**src/rtl/divider_pkg.sv**
```systemverilog
// divider_pkg: shared defaults and one-hot state encoding for the divider requester
package divider_pkg;
  localparam int WIDTH_DEF = 4;
  localparam int TIMEOUT_DEF = 64;
  typedef logic [5:0] state_t;
  localparam state_t S_IDLE   = 6'b000001;
  localparam state_t S_ISSUE  = 6'b000010;
  localparam state_t S_WAIT   = 6'b000100;
  localparam state_t S_CHECK  = 6'b001000;
  localparam state_t S_ACK    = 6'b010000;
  localparam state_t S_FINISH = 6'b100000;
endpackage

```
**src/rtl/divider_checker.sv**
```systemverilog
// divider_checker: combinational check that Q*Y+R==X and R<Y
module divider_checker
  import divider_pkg::*;
#(
  parameter int W = WIDTH_DEF
) (
  input  logic [W-1:0] X,
  input  logic [W-1:0] Y,
  input  logic [W-1:0] Q,
  input  logic [W-1:0] R,
  output logic         pass
);
  logic [2*W-1:0] recon;
  always_comb begin
    recon = {{W{1'b0}}, Q} * {{W{1'b0}}, Y} + {{W{1'b0}}, R};
    pass = (recon == {{W{1'b0}}, X}) && (R < Y);
  end
endmodule

```
**src/rtl/divider_requester.sv**
```systemverilog
// divider_requester: sweeps all (X,Y!=0) pairs through a divider and checks each result
module divider_requester
  import divider_pkg::*;
#(
  parameter int WIDTH   = WIDTH_DEF,
  parameter int TIMEOUT = TIMEOUT_DEF
) (
  input  logic               Clk,
  input  logic               Reset,
  input  logic               Go,
  input  logic               Done,
  input  logic [WIDTH-1:0]   Quotient,
  input  logic [WIDTH-1:0]   Remainder,
  output logic [WIDTH-1:0]   Xout,
  output logic [WIDTH-1:0]   Yout,
  output logic               Start,
  output logic               Ack,
  output logic               Busy,
  output logic               Finished,
  output logic [2*WIDTH-1:0] PassCount,
  output logic [2*WIDTH-1:0] ErrCount,
  output logic [WIDTH-1:0]   ErrX,
  output logic [WIDTH-1:0]   ErrY,
  output logic               TimeoutErr
);
  localparam int W = WIDTH;
  localparam int CW = 2 * WIDTH;
  localparam int TW = $clog2(TIMEOUT + 1);
  state_t state, state_nxt;
  logic [TW-1:0] wdog;
  logic [W-1:0] q_r, r_r;
  logic pass, ymax, last, timeout;
  assign ymax = Yout == {W{1'b1}};
  assign last = ymax && (Xout == {W{1'b1}});
  assign timeout = wdog == TW'(TIMEOUT - 1);
  divider_checker #(.W(W)) u_chk (.X(Xout), .Y(Yout), .Q(q_r), .R(r_r), .pass(pass));
  always_ff @(posedge Clk) begin
    if (Reset) state <= S_IDLE;
    else state <= state_nxt;
  end
  always_comb begin
    state_nxt = state;
    case (state)
      S_IDLE:   if (Go) state_nxt = S_ISSUE;
      S_ISSUE:  state_nxt = S_WAIT;
      S_WAIT:   state_nxt = Done ? S_CHECK : timeout ? S_FINISH : S_WAIT;
      S_CHECK:  state_nxt = S_ACK;
      S_ACK:    if (!Done) state_nxt = last ? S_FINISH : S_ISSUE;
      S_FINISH: if (!Go) state_nxt = S_IDLE;
      default:  state_nxt = S_IDLE;
    endcase
  end
  always_comb begin
    Start = state == S_ISSUE;
    Ack = state == S_ACK;
    Finished = state == S_FINISH;
    Busy = !(state == S_IDLE || state == S_FINISH);
  end
  always_ff @(posedge Clk) begin
    if (Reset) begin
      Xout <= '0;
      Yout <= W'(1);
      PassCount <= '0;
      ErrCount <= '0;
      ErrX <= '0;
      ErrY <= '0;
      TimeoutErr <= 1'b0;
      wdog <= '0;
      q_r <= '0;
      r_r <= '0;
    end else begin
      wdog <= (state == S_WAIT) ? wdog + TW'(1) : '0;
      if (state == S_IDLE && Go) begin
        Xout <= '0;
        Yout <= W'(1);
        PassCount <= '0;
        ErrCount <= '0;
        ErrX <= '0;
        ErrY <= '0;
        TimeoutErr <= 1'b0;
      end
      if (state == S_WAIT && Done) begin
        q_r <= Quotient;
        r_r <= Remainder;
      end
      if (state == S_WAIT && !Done && timeout) TimeoutErr <= 1'b1;
      if (state == S_CHECK && pass && PassCount != '1) PassCount <= PassCount + CW'(1);
      if (state == S_CHECK && !pass) begin
        if (ErrCount != '1) ErrCount <= ErrCount + CW'(1);
        if (ErrCount == '0) begin
          ErrX <= Xout;
          ErrY <= Yout;
        end
      end
      // Y wraps to 1, never 0: the divider would not terminate on a zero divisor
      if (state == S_ACK && !Done) begin
        Yout <= ymax ? W'(1) : Yout + W'(1);
        if (ymax) Xout <= Xout + W'(1);
      end
    end
  end
endmodule
```
**config.mk**
```make
export PLATFORM = sky130hd
export DESIGN_NAME = divider_requester
export DESIGN_NICKNAME = d
export VERILOG_FILES = /design/src/rtl/divider_pkg.sv /design/src/rtl/divider_checker.sv /design/src/rtl/divider_requester.sv
export SDC_FILE = /design/constraint.sdc
export NUM_CORES = 1
export LEC_CHECK = 0
export ABC_AREA = 0
export BUFFER_PORTS_ARGS = -buffer_cell sky130_fd_sc_hd__buf_2
export CELL_PAD_IN_SITES_DETAIL_PLACEMENT = 0
export CELL_PAD_IN_SITES_GLOBAL_PLACEMENT = 1
export CORE_MARGIN = 5
export CORE_UTILIZATION = 35
export CTS_BUF_LIST = sky130_fd_sc_hd__clkbuf_8
export CTS_CLUSTER_SIZE = 40
export DETAILED_ROUTE_END_ITERATION = 12
export PLACE_DENSITY = 0.7
export SYNTH_ARGS = -nofsm -noshare
export SYNTH_HDL_FRONTEND = slang
export SYNTH_HIERARCHICAL = 1
export SYNTH_SLANG_ARGS = --single-unit
```
**constraint.sdc**
```tcl
create_clock -name Clk -period 5.24 [get_ports Clk]
set_input_delay 1.048 -clock Clk [delete_from_list [all_inputs] [get_ports Clk]]
set_output_delay 1.048 -clock Clk [all_outputs]
set_load 0.1 [all_outputs]
```
==> flow_summary.yaml, run 1 <==
min_path:
  hp-class: "register to register"
  hold_end: "wdog[0]"
  min_from: "wdog[0]"
  worstHoldPathCells: 1
logic_synthesis:
  yosys_register_bits: 54
  synth-main-ff-cell: "dfxtp_1"
  ys_seq_area_share_pct: 32.9
  ys.warnings.count: 6
  synth_area_per_cell_sq_um: 8.56
  synth_fp_nets: 428
  synth_edf_count: 0
  syn-cell-area_sq_mm: 0.00329
  synth.area.top_cells: "dfxtp_1 33%, ha_1 9.5%, a21oi_1 4.7%, fa_1 4.3%, nor2_1 4.2%"
  yosysTopAreaCell: "dfxtp_1"
  synthCells: 384
  async_flop_share_pct: 0
  synth_top_area_share_pct: 32.9
  synth_cell_types: 57
setup_path:
  critPathMaxStageDelay_ps: 580
  path_delay_family: "adder cells"
  crit_type: "register to register"
  r2r_cells: 14
  reg2reg_slack_ps: 580
  rr_startpoint: "Yout[1]"
  arrival_ps: 4900
  cp-start-kind: "register"
  path_max_fanout: 16
  worstPathRequired_ps: 5470
  endpoint_kind: "register"
  r2r-end: "ErrY[1]"
  crit_path_cell_trace: "nand2_1, fa_1, fa_1, inv_1, fa_1, ha_1, a21oi_1, a21oi_1, nor4_1, a2111oi_2, and3b_1, and3_2, nand3b_1, a21oi_1"
  path_buf_inv: 1
  critPathSlowestCell: "dfxtp_1"
global_route:
  antenna_found_initial: 0
  grt_max_degree: 50
  grt_pass1_vias: 2706
  grt.total_usage_pct: 14.2
  grt_pass1_wl_um: 13500
  overflow: 0
sta:
  maxSlewHeadroom_pct: 39.8
  setup_viol: 0
  hold_viol_final: 0
  clock_skew_ps: 8.59
  fmax_ghz: 0.214
  min_period_over_period_pct: 89.0
  max_slew.worst_pin.slew_ps: 903
  finalCriticalPeriod_ps: 4660
  fin_hold_ws_ps: 450
  drv_slew: 0
  rsz0062_at_grt: "no"
  setup-tns-final_ps: 0
  setup_ws_ps: 577
detailed_routing:
  drt-pass1-iter-count: 4
  postRouteAntennaNets: 0
  dr_wl_met2_um: 3640
  wl_met3_um: 318
  drt_iter0_drc: 121
  via_count: 2876
  drt-met1-wl_um: 3920
  drc: 0
  wl_um: 7950
  top_layer: "met4"
  wl_per_cell_um: 14.7
  vias_per_cell: 5.31
pwr:
  finalPower_mw: 0.885
  leakage_nw: 1.64
  vdd_drop_max_uv: 235
  powerDensity_mw_per_mm2: 238
cts:
  cts_buffer_depth: 2
  clk_pin_slew_worst_paths_ps: 100
  hold_buffers: 0
  cts_made_buffers: 5
  insertion_delay_ps: 310
  cts_tree: "done"
  h-tree-depth: 2
  clock_sinks: 54
  cts_setup_buffers: 0
  post_cts_resized: 0
  ctsRootBufferMaster: "clkbuf_8"
layout:
  fin_nets: 474
  insertedDiodeCount: 0
  final_cells: 542
  drive_above_1_share_pct: 16.2
  syn_to_final_growth_pct: 13.0
placement:
  preCtsSetupSlack_ps: 587
  place.gp.congestion: 0.839
  hpwl_um: 5910
  dp_cells: 534
  io_buffers: 48
die:
  die_w_um: 107
  die_y_um: 107
  die_area_sq_mm: 0.0114
  start_util_pct: 35.7
  ios: 49
  core_sq_mm: 0.00920
  row_count: 35
flow_run:
  cap_violations: 0
status:
  status: "finished clean"
cell usage in the layout, fill, tap and decap left out, types with 2 or more instances in the layout:
| cell | n |
|---|---|
| o21ai_1 | 3 |
| o21ai_0 | 11 |
| ha_1 | 25 |
| nor3b_1 | 3 |
| nor4_1 | 3 |
| inv_1 | 20 |
| and3_1 | 12 |
| nand3b_1 | 12 |
| nor4_4 | 2 |
| a21oi_1 | 31 |
| and2_1 | 14 |
| xor2_1 | 4 |
| mux2i_1 | 12 |
| nand2b_1 | 9 |
| a311oi_1 | 5 |
| a22oi_1 | 2 |
| a211oi_1 | 3 |
| nor2_1 | 37 |
| xnor2_1 | 6 |
| clkbuf_8 | 5 |
| nor3_1 | 8 |
| buf_2 | 48 |
| nand4_1 | 3 |
| a31oi_1 | 2 |
| a2111oi_2 | 2 |
| dfxtp_1 | 54 |
| nand2_1 | 30 |
| or3_1 | 3 |
| o22ai_1 | 2 |
| fa_1 | 7 |
| nand3_1 | 20 |
| nor2b_1 | 5 |
| or2_2 | 2 |
worst max path at each step:
stage | from | endpoint | slack [ps] | depth (start not counted)
finish | Yout[1] | ErrY[1] | 580 | 14
global route | Yout[1] | ErrY[1] | 150 | 14
CTS | Yout[1] | ErrX[0] | 560 | 14
detailed placement | Yout[1] | ErrY[1] | 590 | 14
global placement | Yout[1] | ErrY[2] | 660 | 14
floorplan | Yout[3] | ErrX[3] | 170 | 16
routing by layer:
metal  up-vias  track usage (%)
met3         6             2.59
met1      1361             20.2
met4         0             3.11
met2        46             22.4
li1       1463                -
met5         -                0
metrics by stage:
step           cell area, sq um  utilization, %
6_report                   3710            40.4
4_1_cts                    3710            40.4
5_1_grt                    3710            40.4
2_1_floorplan              3290               -
3_5_place_dp               3630            39.4
3_3_place_gp               3630            39.4
flip-flops by register name, indices dropped and copies added (netlist names):
register,cells
q_r,4
ErrX,4
state,6
wdog,7
PassCount,8
Xout,4
r_r,4
ErrY,4
ErrCount,8
Yout,4
TimeoutErr,1
worst register-to-register path: cells and delay by family, from the launching register on:
family | cells | cell delay, ps
fa+ha+maj | 4 | 1840
compound gates | 4 | 1080
flops | 1 | 580
buf+inv | 1 | 50
simple gates | 5 | 1060
cell type report:
class,instances,area (sq um)
inverters,19,71.3
well taps,111,139
repair buffers,49,248
clock buffers,5,68.8
flip-flops and latches,54,1080
clock inverters,3,17.5
fillers,926,5480
multi-input cells,301,2090
kinds of logic (layout without fill, tap and decap cells):
logic type	after synthesis	in the layout	share of synthesized area (%)
AO/OA/AOI/OAI	71	71	13.8
XOR/XNOR	10	10	2.66
adder cells (fa/ha/maj)	32	32	13.8
buffers and inverters	29	76	3.58
flip-flops	54	54	32.9
multiplexers	13	13	4.00
AND/OR/NAND/NOR	175	175	29.3
power by group:
group / internal, mW / switching [mW] / leakage (nW)
Sequential: 0.419 / 0.0191 / 0.435
Combinational: 0.0582 / 0.158 / 1.16
Clock: 0.0928 / 0.138 / 0.0493
cell usage after synthesis (3+ instances only):
master    instances
dfxtp_1          54
nor2_1           37
a21oi_1          31
nand2_1          30
ha_1             25
nand3_1          20
inv_1            19
and2_1           14
and3_1           12
mux2i_1          12
nand3b_1         12
o21ai_0          11
nand2b_1          9
nor3_1            8
clkbuf_1          7
fa_1              7
xnor2_1           6
a311oi_1          5
nor2b_1           5
xor2_1            4
a211oi_1          3
nand4_1           3
nor3b_1           3
nor4_1            3
o21ai_1           3
or3_1             3
Note: power is estimated with default switching activity, not from simulation.
==> inputs of run 2 (changes only) <==
--- a/config.mk
+++ b/config.mk
@@ -7,7 +7,7 @@
 export LEC_CHECK = 0
 export ABC_AREA = 0
 export BUFFER_PORTS_ARGS = -buffer_cell sky130_fd_sc_hd__buf_2
-export CELL_PAD_IN_SITES_DETAIL_PLACEMENT = 0
+export CELL_PAD_IN_SITES_DETAIL_PLACEMENT = 1
 export CELL_PAD_IN_SITES_GLOBAL_PLACEMENT = 1
 export CORE_MARGIN = 5
 export CORE_UTILIZATION = 35
==> run 2 against run 1 <==
Effect of this change: non-clock buffer count stayed put; fmax is 1.9% lower; via count is 1.9% higher; total power is 8.7% higher; combinational power hardly changed; clock skew is 3.3 ps higher; sequential share of layout area is 0.27 points lower; utilization is 0.38 points higher; largest power group unchanged; critical path type unchanged; count of clock-buffer cells in the layout is 1 higher.
==> flow_summary.yaml, run 2 (synthesized netlist as in run 1, its figures left out) <==
status:
  status: "finished clean"
cts:
  clock_sinks: 54
  cts_buffer_depth: 2
  cts_setup_buffers: 0
  cts_made_buffers: 5
  insertion_delay_ps: 320
  clk_pin_slew_worst_paths_ps: 100
  cts_tree: "done"
  hold_buffers: 0
  post_cts_resized: 0
  h-tree-depth: 2
  ctsRootBufferMaster: "clkbuf_8"
setup_path:
  critPathSlowestCell: "dfxtp_1"
  cp-start-kind: "register"
  reg2reg_slack_ps: 480
  path_max_fanout: 16
  endpoint_kind: "register"
  arrival_ps: 4990
  path_depth: 14
  worstPathRequired_ps: 5470
  r2r_cells: 14
  path_delay_family: "adder cells"
  crit_path_cell_trace: "nand2_1, fa_1, fa_1, inv_1, fa_1, ha_1, a21oi_1, a21oi_1, nor4_1, a2111oi_2, and3b_1, and3_2, nand3b_1, a21oi_1"
  crit_type: "register to register"
  path_buf_inv: 1
  critPathMaxStageDelay_ps: 580
sta:
  maxSlewHeadroom_pct: 38.3
  setup-tns-final_ps: 0
  fmax_ghz: 0.210
  finalCriticalPeriod_ps: 4760
  clock_skew_ps: 11.9
  setup_ws_ps: 484
  hold_viol_final: 0
  setup_viol: 0
  max_slew.worst_pin.slew_ps: 925
  drv_slew: 0
  rsz0062_at_grt: "no"
  min_period_over_period_pct: 90.8
die:
  start_util_pct: 35.7
  ios: 49
  row_count: 35
  core_sq_mm: 0.00920
  die_y_um: 107
  die_area_sq_mm: 0.0114
  die_w_um: 107
global_route:
  grt.total_usage_pct: 16.0
  grt_max_degree: 50
  overflow: 0
  grt_pass1_vias: 2994
  grt_pass1_wl_um: 15100
  antenna_found_initial: 0
layout:
  reg_top3: "ErrCount: 8 flops, PassCount: 8 flops, wdog: 7 flops"
  fin_nets: 474
  fillers: 1161
  final_common_cell: "dfxtp_1"
  multi_input_area_sq_mm: 0.00209
  insertedDiodeCount: 0
  seqCellArea_sq_mm: 0.00108
  drive_above_1_share_pct: 16.5
  syn_to_final_growth_pct: 14.0
  final_cell_mix: "54 x dfxtp_1, 48 x buf_2, 37 x nor2_1, 31 x a21oi_1, 30 x nand2_1"
detailed_routing:
  drt_iter0_drc: 94
  wl_per_cell_um: 16.1
  via_count: 2932
  vias_per_cell: 5.41
  wl_um: 8730
  drc: 0
  postRouteAntennaNets: 0
  drt-pass1-iter-count: 4
min_path:
  worstHoldPathCells: 1
  hp-class: "register to register"
pwr:
  powerDensity_mw_per_mm2: 257
  vdd_drop_max_uv: 211
  leakage_nw: 1.66
  finalPower_mw: 0.962
placement:
  place.gp.congestion: 0.839
  preCtsSetupSlack_ps: 507
  io_buffers: 48
  hpwl_um: 6590
flow_run:
  cap_violations: 0
==> run 2: path summary, 6_finish.rpt <==
check,from,end
setup reg to reg,Yout[1],ErrX[0]
hold reg to reg,wdog[0],wdog[0]
setup / recovery,Yout[1],ErrX[0]
hold / removal,wdog[0],wdog[0]
==> run 2: power breakdown <==
part / internal, mW / switching (mW)
combinational: 0.0583 / 0.160
clock: 0.158 / 0.148
sequential: 0.419 / 0.0197
total: 0.634 / 0.327
==> run 2: layout make-up <==
| cell class | instances | area share (%) |
|---|---|---|
| Clock buffer | 6 | 2.20 |
| Clock inverter | 2 | 1.03 |
| Inverter | 19 | 1.90 |
| Multi-Input combinational cell | 301 | 55.7 |
| Sequential cell | 54 | 28.8 |
| Tap cell | 111 | 3.70 |
| Timing Repair Buffer | 49 | 6.61 |
==> run 2: layer usage <==
layer / global-route usage (%) / share of wire (%)
met3: 2.53 / 2.7
met5: 0 / 0
met4: 3.38 / 0.89
met2: 26.7 / 48
met1: 21.8 / 48
==> run 2: worst register-to-register path: stages (launching register included) <==
cell       delay, ps
dfxtp_1          580
nand2_1          130
fa_1             490
fa_1             550
inv_1             60
fa_1             450
ha_1             380
a21oi_1          100
a21oi_1          300
nor4_1           100
a2111oi_2        550
and3b_1          330
and3_2           300
nand3b_1         190
a21oi_1          180
==> run 2: stage by stage <==
step | hold WS, ps | std cells | area, sq um | util, %
2_1_floorplan | 413 | 384 | 3290 | -
3_3_place_gp | 426 | 534 | 3630 | 39.4
3_5_place_dp | 448 | 534 | 3630 | 39.4
4_1_cts | 463 | 542 | 3750 | 40.8
5_1_grt | 501 | 542 | 3750 | 40.8
6_report | 459 | 542 | 3750 | 40.8
